## src/rtl/mc_pkg.sv

```systemverilog
// rtl/mc_pkg.sv - shared state, opcode, funct and ALU codes for the multicycle control unit
package mc_pkg;

  typedef enum logic [3:0] {
    S_FETCH, S_DECODE, S_MEMADR, S_MEMRD, S_MEMWB, S_MEMWR,
    S_EXECUTE, S_ALUWB, S_BRANCH, S_IMMEX, S_IMMWB, S_JUMP
  } statetype_t;

  localparam logic [5:0] OP_RTYPE = 6'b000000;
  localparam logic [5:0] OP_LW    = 6'b100011;
  localparam logic [5:0] OP_SW    = 6'b101011;
  localparam logic [5:0] OP_BEQ   = 6'b000100;
  localparam logic [5:0] OP_BNE   = 6'b000101;
  localparam logic [5:0] OP_ADDI  = 6'b001000;
  localparam logic [5:0] OP_ANDI  = 6'b001100;
  localparam logic [5:0] OP_ORI   = 6'b001101;
  localparam logic [5:0] OP_SLTI  = 6'b001010;
  localparam logic [5:0] OP_J     = 6'b000010;

  localparam logic [5:0] F_ADD = 6'b100000;
  localparam logic [5:0] F_SUB = 6'b100010;
  localparam logic [5:0] F_AND = 6'b100100;
  localparam logic [5:0] F_OR  = 6'b100101;
  localparam logic [5:0] F_SLT = 6'b101010;

  localparam logic [2:0] ALU_ADD = 3'b010;
  localparam logic [2:0] ALU_SUB = 3'b110;
  localparam logic [2:0] ALU_AND = 3'b000;
  localparam logic [2:0] ALU_OR  = 3'b001;
  localparam logic [2:0] ALU_SLT = 3'b111;

  // aluop tells the ALU decoder where the operation comes from
  localparam logic [1:0] ALUOP_ADD   = 2'b00;
  localparam logic [1:0] ALUOP_SUB   = 2'b01;
  localparam logic [1:0] ALUOP_FUNCT = 2'b10;
  localparam logic [1:0] ALUOP_IMM   = 2'b11;

endpackage

```

## src/rtl/mc_aludec.sv

```systemverilog
// rtl/mc_aludec.sv - ALU decoder: aluop/op/funct to alucontrol, flags unknown R-type funct
module mc_aludec
  import mc_pkg::*;
(
  input  logic [1:0] i_aluop,
  input  logic [5:0] i_op,
  input  logic [5:0] i_funct,
  output logic [2:0] o_alucontrol,
  output logic       o_funct_illegal
);

  always_comb begin
    o_alucontrol    = ALU_ADD;
    o_funct_illegal = 1'b0;
    case (i_aluop)
      ALUOP_SUB: o_alucontrol = ALU_SUB;
      ALUOP_FUNCT: begin
        case (i_funct)
          F_ADD:   o_alucontrol = ALU_ADD;
          F_SUB:   o_alucontrol = ALU_SUB;
          F_AND:   o_alucontrol = ALU_AND;
          F_OR:    o_alucontrol = ALU_OR;
          F_SLT:   o_alucontrol = ALU_SLT;
          default: o_funct_illegal = 1'b1;
        endcase
      end
      ALUOP_IMM: begin
        case (i_op)
          OP_ANDI: o_alucontrol = ALU_AND;
          OP_ORI:  o_alucontrol = ALU_OR;
          OP_SLTI: o_alucontrol = ALU_SLT;
          default: o_alucontrol = ALU_ADD;
        endcase
      end
      default: o_alucontrol = ALU_ADD;
    endcase
  end

endmodule

```

## src/rtl/mc_control_fsm.sv

```systemverilog
// rtl/mc_control_fsm.sv - multicycle MIPS control unit with memory handshake and retire counter
module mc_control_fsm
  import mc_pkg::*;
#(
  parameter bit MEM_HANDSHAKE     = 1'b1,
  parameter bit SUPPORT_BNE       = 1'b1,
  parameter bit SUPPORT_IMM_LOGIC = 1'b1,
  parameter int CNT_W             = 32
) (
  input  logic             i_clk,
  input  logic             i_reset,
  input  logic [5:0]       i_op,
  input  logic [5:0]       i_funct,
  input  logic             i_zero,
  input  logic             i_mem_ready,
  output logic             o_iord,
  output logic             o_irwrite,
  output logic             o_memwrite,
  output logic             o_memread,
  output logic             o_memtoreg,
  output logic             o_regwrite,
  output logic             o_regdst,
  output logic             o_alusrca,
  output logic             o_pcen,
  output logic             o_zeroext,
  output logic [1:0]       o_alusrcb,
  output logic [1:0]       o_pcsrc,
  output logic [2:0]       o_alucontrol,
  output logic             o_illegal,
  output logic [CNT_W-1:0] o_instret
);

  statetype_t       r_state;
  statetype_t       w_next;
  logic [CNT_W-1:0] r_instret;
  logic [1:0]       w_aluop;
  logic             w_funct_illegal;
  logic             w_mem_ready;
  logic             w_retire;

  assign w_mem_ready = MEM_HANDSHAKE ? i_mem_ready : 1'b1;
  assign o_instret   = r_instret;

  // aluop depends on state only, keeping funct_illegal out of a feedback path
  assign w_aluop = (r_state == S_EXECUTE) ? ALUOP_FUNCT :
                   (r_state == S_BRANCH)  ? ALUOP_SUB   :
                   (r_state == S_IMMEX)   ? ALUOP_IMM   : ALUOP_ADD;

  mc_aludec u_aludec (
    .i_aluop         (w_aluop),
    .i_op            (i_op),
    .i_funct         (i_funct),
    .o_alucontrol    (o_alucontrol),
    .o_funct_illegal (w_funct_illegal)
  );

  always_comb begin
    {o_iord, o_irwrite, o_memwrite, o_memread, o_memtoreg} = 5'b0;
    {o_regwrite, o_regdst, o_alusrca, o_pcen, o_zeroext}   = 5'b0;
    o_alusrcb = 2'b00;
    o_pcsrc   = 2'b00;
    o_illegal = 1'b0;
    w_retire  = 1'b0;
    w_next    = r_state;
    case (r_state)
      S_FETCH: begin
        o_memread = 1'b1;
        o_alusrcb = 2'b01;
        if (w_mem_ready) begin
          o_irwrite = 1'b1;
          o_pcen    = 1'b1;
          w_next    = S_DECODE;
        end
      end
      S_DECODE: begin
        o_alusrcb = 2'b11;
        w_next    = S_FETCH;
        case (i_op)
          OP_LW, OP_SW:              w_next = S_MEMADR;
          OP_RTYPE:                  w_next = S_EXECUTE;
          OP_BEQ:                    w_next = S_BRANCH;
          OP_ADDI:                   w_next = S_IMMEX;
          OP_J:                      w_next = S_JUMP;
          OP_BNE:                    if (SUPPORT_BNE) w_next = S_BRANCH; else o_illegal = 1'b1;
          OP_ANDI, OP_ORI, OP_SLTI:  if (SUPPORT_IMM_LOGIC) w_next = S_IMMEX; else o_illegal = 1'b1;
          default:                   o_illegal = 1'b1;
        endcase
      end
      S_MEMADR: begin
        o_alusrca = 1'b1;
        o_alusrcb = 2'b10;
        w_next    = (i_op == OP_SW) ? S_MEMWR : S_MEMRD;
      end
      S_MEMRD: begin
        o_iord    = 1'b1;
        o_memread = 1'b1;
        if (w_mem_ready) w_next = S_MEMWB;
      end
      S_MEMWB: begin
        o_memtoreg = 1'b1;
        o_regwrite = 1'b1;
        w_retire   = 1'b1;
        w_next     = S_FETCH;
      end
      S_MEMWR: begin
        o_iord     = 1'b1;
        o_memwrite = 1'b1;
        if (w_mem_ready) begin
          w_retire = 1'b1;
          w_next   = S_FETCH;
        end
      end
      S_EXECUTE: begin
        o_alusrca = 1'b1;
        o_illegal = w_funct_illegal;
        w_next    = w_funct_illegal ? S_FETCH : S_ALUWB;
      end
      S_ALUWB: begin
        o_regdst   = 1'b1;
        o_regwrite = 1'b1;
        w_retire   = 1'b1;
        w_next     = S_FETCH;
      end
      S_BRANCH: begin
        o_alusrca = 1'b1;
        o_pcsrc   = 2'b01;
        o_pcen    = (i_op == OP_BNE) ? ~i_zero : i_zero;
        w_retire  = 1'b1;
        w_next    = S_FETCH;
      end
      S_IMMEX: begin
        o_alusrca = 1'b1;
        o_alusrcb = 2'b10;
        o_zeroext = (i_op == OP_ANDI) || (i_op == OP_ORI);
        w_next    = S_IMMWB;
      end
      S_IMMWB: begin
        o_regwrite = 1'b1;
        w_retire   = 1'b1;
        w_next     = S_FETCH;
      end
      S_JUMP: begin
        o_pcsrc  = 2'b10;
        o_pcen   = 1'b1;
        w_retire = 1'b1;
        w_next   = S_FETCH;
      end
      default: w_next = S_FETCH;
    endcase
    // while reset is held no strobe may reach the datapath or memory
    if (!i_reset) begin
      {o_irwrite, o_memwrite, o_memread, o_regwrite, o_pcen, o_illegal} = 6'b0;
    end
  end

  always_ff @(posedge i_clk) begin
    if (!i_reset) begin
      r_state   <= S_FETCH;
      r_instret <= '0;
    end else begin
      r_state <= w_next;
      if (w_retire) r_instret <= r_instret + CNT_W'(1);
    end
  end

endmodule

```

## config.mk

```make
export PLATFORM = sky130hd
export DESIGN_NAME = mc_control_fsm
export DESIGN_NICKNAME = d
export VERILOG_FILES = /design/src/rtl/mc_pkg.sv /design/src/rtl/mc_aludec.sv /design/src/rtl/mc_control_fsm.sv
export SDC_FILE = /design/constraint.sdc
export NUM_CORES = 1
export LEC_CHECK = 0
export CORE_ASPECT_RATIO = 0.6
export CORE_UTILIZATION = 50
export DETAILED_ROUTE_END_ITERATION = 10
export PLACE_DENSITY_LB_ADDON = 0.1
export SYNTH_ARGS = -nofsm -noshare
export SYNTH_HDL_FRONTEND = slang
export SYNTH_SLANG_ARGS = --single-unit
export TNS_END_PERCENT = 50
```

## constraint.sdc

```tcl
create_clock -name i_clk -period 5.2 [get_ports i_clk]
set_input_delay 0.78 -clock i_clk [delete_from_list [all_inputs] [get_ports i_clk]]
set_output_delay 0.78 -clock i_clk [all_outputs]
set_load 0.02 [all_outputs]
```

# Yosys cells after proc, flatten, opt, wreduce, memory -nomap -nowiden
# Cells that the tools add are included.
# word_totals
reg_bits	36
latch_bits	0
ramBits	0
mem_bits_ro	0
input_bits	16
output_inout_bits	50
word_cells	88
memories	0
# classes
n_addsub	1
multipliers	0
n_div	0
order_cmp	0
n_eq_ne	31
n_shift	0
muxes	38
bitwise	1
reduce_logical	15
# ops
operator	n
$eq 6x6->1 const B	7
$add 32x1->32 const B	1
$pmux 4 s7	1
$eq 6x4->1 const B	4
$mux 1	20
$pmux 4 s5	1
$pmux 3 s3	2
$eq 4x3->1 const B	4
$eq 4x4->1 const B	4
$eq 6x3->1 const B	2
$mux 4	3
$pmux 3 s4	1
$reduce_or 10->1	1
$reduce_or 2->1	5
$reduce_or 5->1	2
$eq 4x2->1 const B	2
$reduce_or 4->1	2
$eq 6x2->1 const B	1
$logic_not 6->1	1
$mux 2	3
$mux 3	2
$ne 2x2->1 const B	3
$pmux 2 s3	1
$eq 2x2->1 const B	2
10 further kinds	11

# Longest topological paths before layout
# logic_depth
depth_word	8
ltp_mapped	8
mapped_depth_nobuf	6

# Modules after synthesis
# A second synthesis with hierarchy kept.
# unflattened
cells_unflattened	292
area_unflattened_um2	2270.9
# by_module_without_submodules
mod	instances	cells_each	area_per_inst_um2	seq_area_each_um2
mc_control_fsm	1	271	2083.2	720.7
mc_aludec	1	21	187.7	0.0

# Worst setup path after synthesis
# OpenSTA, ideal clock, no wires.
# synth_timing
kind	input to output
startpoint	input port i_op[5]
endpoint	output port o_alucontrol[1]
arrival_ps	1949
required_ps	4420
path_slack_ps	2471
stages	4
n_path_buf	0
cell_sequence	nor2_1 -> nand4_1 -> nor3b_1 -> a21oi_1
# synth_via
elab_chain_cells	3
elab_cells_between_ends	5
classes_between	3 x eq/ne; 2 x mux
# synth_lines
element	line	text
start: declaration	mc_control_fsm.sv:12	input logic [5:0] i_op,
$eq 6x4->1	mc_aludec.sv:28	case (i_op)
$pmux 3 s3 (*)	mc_aludec.sv:28	
$pmux 3 s3 (*)	mc_aludec.sv:15	case (i_aluop)
end: declaration	mc_control_fsm.sv:28	output logic [2:0] o_alucontrol,
# Every way passes the cells marked *; elsewhere a longest branch is shown, timed or not.

# Worst setup path after layout
# layout_timing
startpoint	input port i_op[1]
endpoint	output port o_pcen
# layout_via
elab_chain_cells	4
# layout_lines
element	line	text
$eq 6x3->1	mc_control_fsm.sv:127	o_pcen = (i_op == OP_BNE) ? ~i_zero : i_zero;
$mux 1	mc_control_fsm.sv:127	
$pmux 1 s3	mc_control_fsm.sv:65	case (r_state)
$mux 1	mc_control_fsm.sv:151	if (!i_reset) begin
end: declaration	mc_control_fsm.sv:24	output logic o_pcen,
# Every way passes these cells.

==> metrics.cfg <==
[power]
powerDensity_nw_per_um2 = 178.4
p_leak_nw = 0.9522
ir_worst_vdd_uv = 141.6
p_total_w = 0.0005439

[setup_path]
critical_path.top_delay_family = buffers and inverters
start_kind = primary input
arrival_ps = 2970
cp_cell_sequence = clkdlybuf4s50_1 > nor4_1 > nand3_1 > xnor2_1 > a21oi_1 > nor2_1 > clkdlybuf4s50_1
rrSetupSlack_ps = 2570
slowest_delay_ps = 610
reg2reg_to = o_instret[27]
cp_num_buf_inv = 2
crit_fanout = 9
r2r_start = r_state[2]
cp_slowest_cell = clkdlybuf4s50_1
r2r_cells = 5
cpMostUsedCell = clkdlybuf4s50_1
critPathCaptureType = primary output
crit_required_ps = 4420
critical_path_class = primary input to primary output

[finish]
finalNetCount = 380
syn_to_final_growth_pct = 31.16
antenna_cells = 0
fillers = 360
final_layout_size_suffix_gt1_frac = 0.04408

[synth]
synthCells = 309
ys_ff_latch = 36
synth_area_per_cell_sq_um = 7.523
yosysWarnings = 0
synth_edf_count = 0
yosysSeqAreaShare = 0.3100
synth_nets = 326
netlist_area_sq_um = 2325
ys_types = 49
async_flop_share = 0
ys.flop_type = dfxtp_1

[clock_network]
cts.sinks = 36
cts_buffers = 5
cts_root_buf = clkbuf_8
cts_tree = done
postCtsHoldBufs = 0
clockBufferDepth = 2
clkLatencyLatePin_ps = 280
cts.repair.resized = 0
cts.reportedPaths.clkPinSlew_ps = 70
cts_max_level = 2
post-cts-setup-buffers = 0

[grt]
grt_first_pass_wirelength_mm = 10.34
first_global_vias = 2116
grt_max_degree = 21
grt_use_total = 0.2692
grt_antenna_before_repair = 0
overflow = 0

[placed_design]
gp_congestion = 0.8661
hpwl_mm = 4.862
io_buffers = 65

[detailed_routing]
initialDrtViolationCount = 180
vias = 2521
drt-vias-per-instance = 5.960
dr.pass1.iters = 5
wl_per_cell_um = 15.42
drc_errors = 0
routed_wl_mm = 6.521
final_antenna_net_count = 0

[floorplan]
fp.dieW_um = 90.03
ios = 66
fp.dieH_um = 54.82
rows = 18
dieArea_sq_um = 4935
initial_core_util = 0.5433
coreArea_sq_um = 4279

[worst_hold_path]
min_path_type = register to register
holdPathEnd = o_instret[31]
hp-start = o_instret[31]
whs_path_depth = 2

[sta]
fin_crit_sh = 0.7209
finalSetupViolations = 0
setup_tns_ps = 0
fmax_mhz = 266.8
worst_pin_slew_ps = 672.7
grt_setup_unrepaired = false
slew_violations = 0
timing.final.crit_period_ps = 3748
relSlewSlack = 0.5509
final_hold_viol_count = 0
clock_skew_ps = 2.999

[outcome]
status = complete, no violations

[flow_run]
drv_cap = 0

synthesized netlist by cell type (5+ instances only):
cell type	n	area (sq um)
clkbuf_1	16	60.06
nand2_1	20	75.07
nor3_1	15	75.07
nand2b_1	8	50.05
o21ai_0	6	30.03
o31ai_1	11	82.58
or3_1	5	31.28
nand3_1	14	70.07
or4_1	9	67.56
inv_1	6	22.52
nor2_1	34	127.6
a21oi_1	25	125.1
nand4_1	13	81.33
nor4_1	10	62.56
dfxtp_1	36	720.7
nor3b_1	5	37.54
o21a_1	5	37.54
xnor2_1	13	113.9
and3_1	6	37.54
nor2b_1	7	43.79
sequential cells by signal, summed over array words and instances, names as in the netlist:
name	count
r_state	4
o_instret	32
worst max path at each step:
stage | end | from | cells past startpoint
finish | o_pcen | i_op[1] | 7
global route | o_pcen | i_op[1] | 7
CTS | o_illegal | i_reset | 6
detailed placement | o_illegal | i_reset | 6
global placement | o_illegal | i_reset | 6
floorplan | o_alucontrol[1] | i_op[5] | 4
cell type report:
type	instances	area, sq um	share of cell area
Multi-Input combinational cell	244	1469	0.4817
Sequential cell	36	720.7	0.2364
Timing Repair Buffer	69	680.7	0.2232
Tap cell	60	75.07	0.02462
Clock buffer	6	72.57	0.02380
Inverter	7	26.28	0.008617
Clock inverter	1	5.005	0.001641
report_power, final:
group          switching (W)  internal (W)
Combinational      0.0000429     0.0000340
Sequential        0.00000593      0.000277
Clock              0.0000931     0.0000910
Total               0.000142      0.000402
worst register-to-register path, cell delays in order (launching register included):
cell and delay (ps):
dfxtp_1 750, nand2b_1 240, o22ai_1 260, nand4_1 500, or4_1 660, a21oi_1 150
stage by stage:
stage / setup slack, ps / std cells / area (sq um) / hold WS [ps] / utilization
3_5_place_dp: 1485 / 416 / 2972 / 471.4 / 0.6944
2_1_floorplan: 2471 / 309 / 2325 / 551.1 / -
5_1_grt: 1323 / 423 / 3049 / 516.5 / 0.7126
3_3_place_gp: 1512 / 416 / 2972 / 471.3 / 0.6944
4_1_cts: 1475 / 423 / 3049 / 482.1 / 0.7126
6_report: 1452 / 423 / 3049 / 482.8 / 0.7126
routing by layer:
| metal | part of all wire | track usage | up-vias |
|---|---|---|---|
| met1 | 0.50 | 0.3823 | 1161 |
| met3 | 0.092 | 0.07778 | 7 |
| met5 | 0 | 0 | - |
| li1 | - | - | 1251 |
| met4 | 0.0075 | 0.06183 | 0 |
| met2 | 0.40 | 0.4033 | 102 |
cells by family (layout without fill, tap and decap cells):
group / after synthesis / after routing / synth area share
AND/OR/NAND/NOR: 160 / 160 / 0.3778
AO/OA/AOI/OAI: 64 / 64 / 0.1755
flip-flops: 36 / 36 / 0.3100
buffers and inverters: 29 / 83 / 0.05812
XOR/XNOR: 16 / 16 / 0.06028
multiplexers: 3 / 3 / 0.01292
adder cells (fa/ha/maj): 1 / 1 / 0.005381
layout by cell type, fill, tap and decap left out, types with 4 or more instances in the layout:
cell / n
o21ai_0: 6
nor2b_1: 7
o31ai_1: 11
o21a_1: 5
inv_1: 6
or3_1: 5
buf_4: 4
and3_1: 6
nor3_1: 15
nand4_1: 13
nor2_1: 34
nand2_1: 20
clkbuf_8: 5
nor3b_1: 5
nand2b_1: 8
clkdlybuf4s50_1: 65
dfxtp_1: 36
or4_1: 9
nor4_1: 10
nand3_1: 14
a21oi_1: 25
xnor2_1: 13
(Power assumes the default switching activity.)
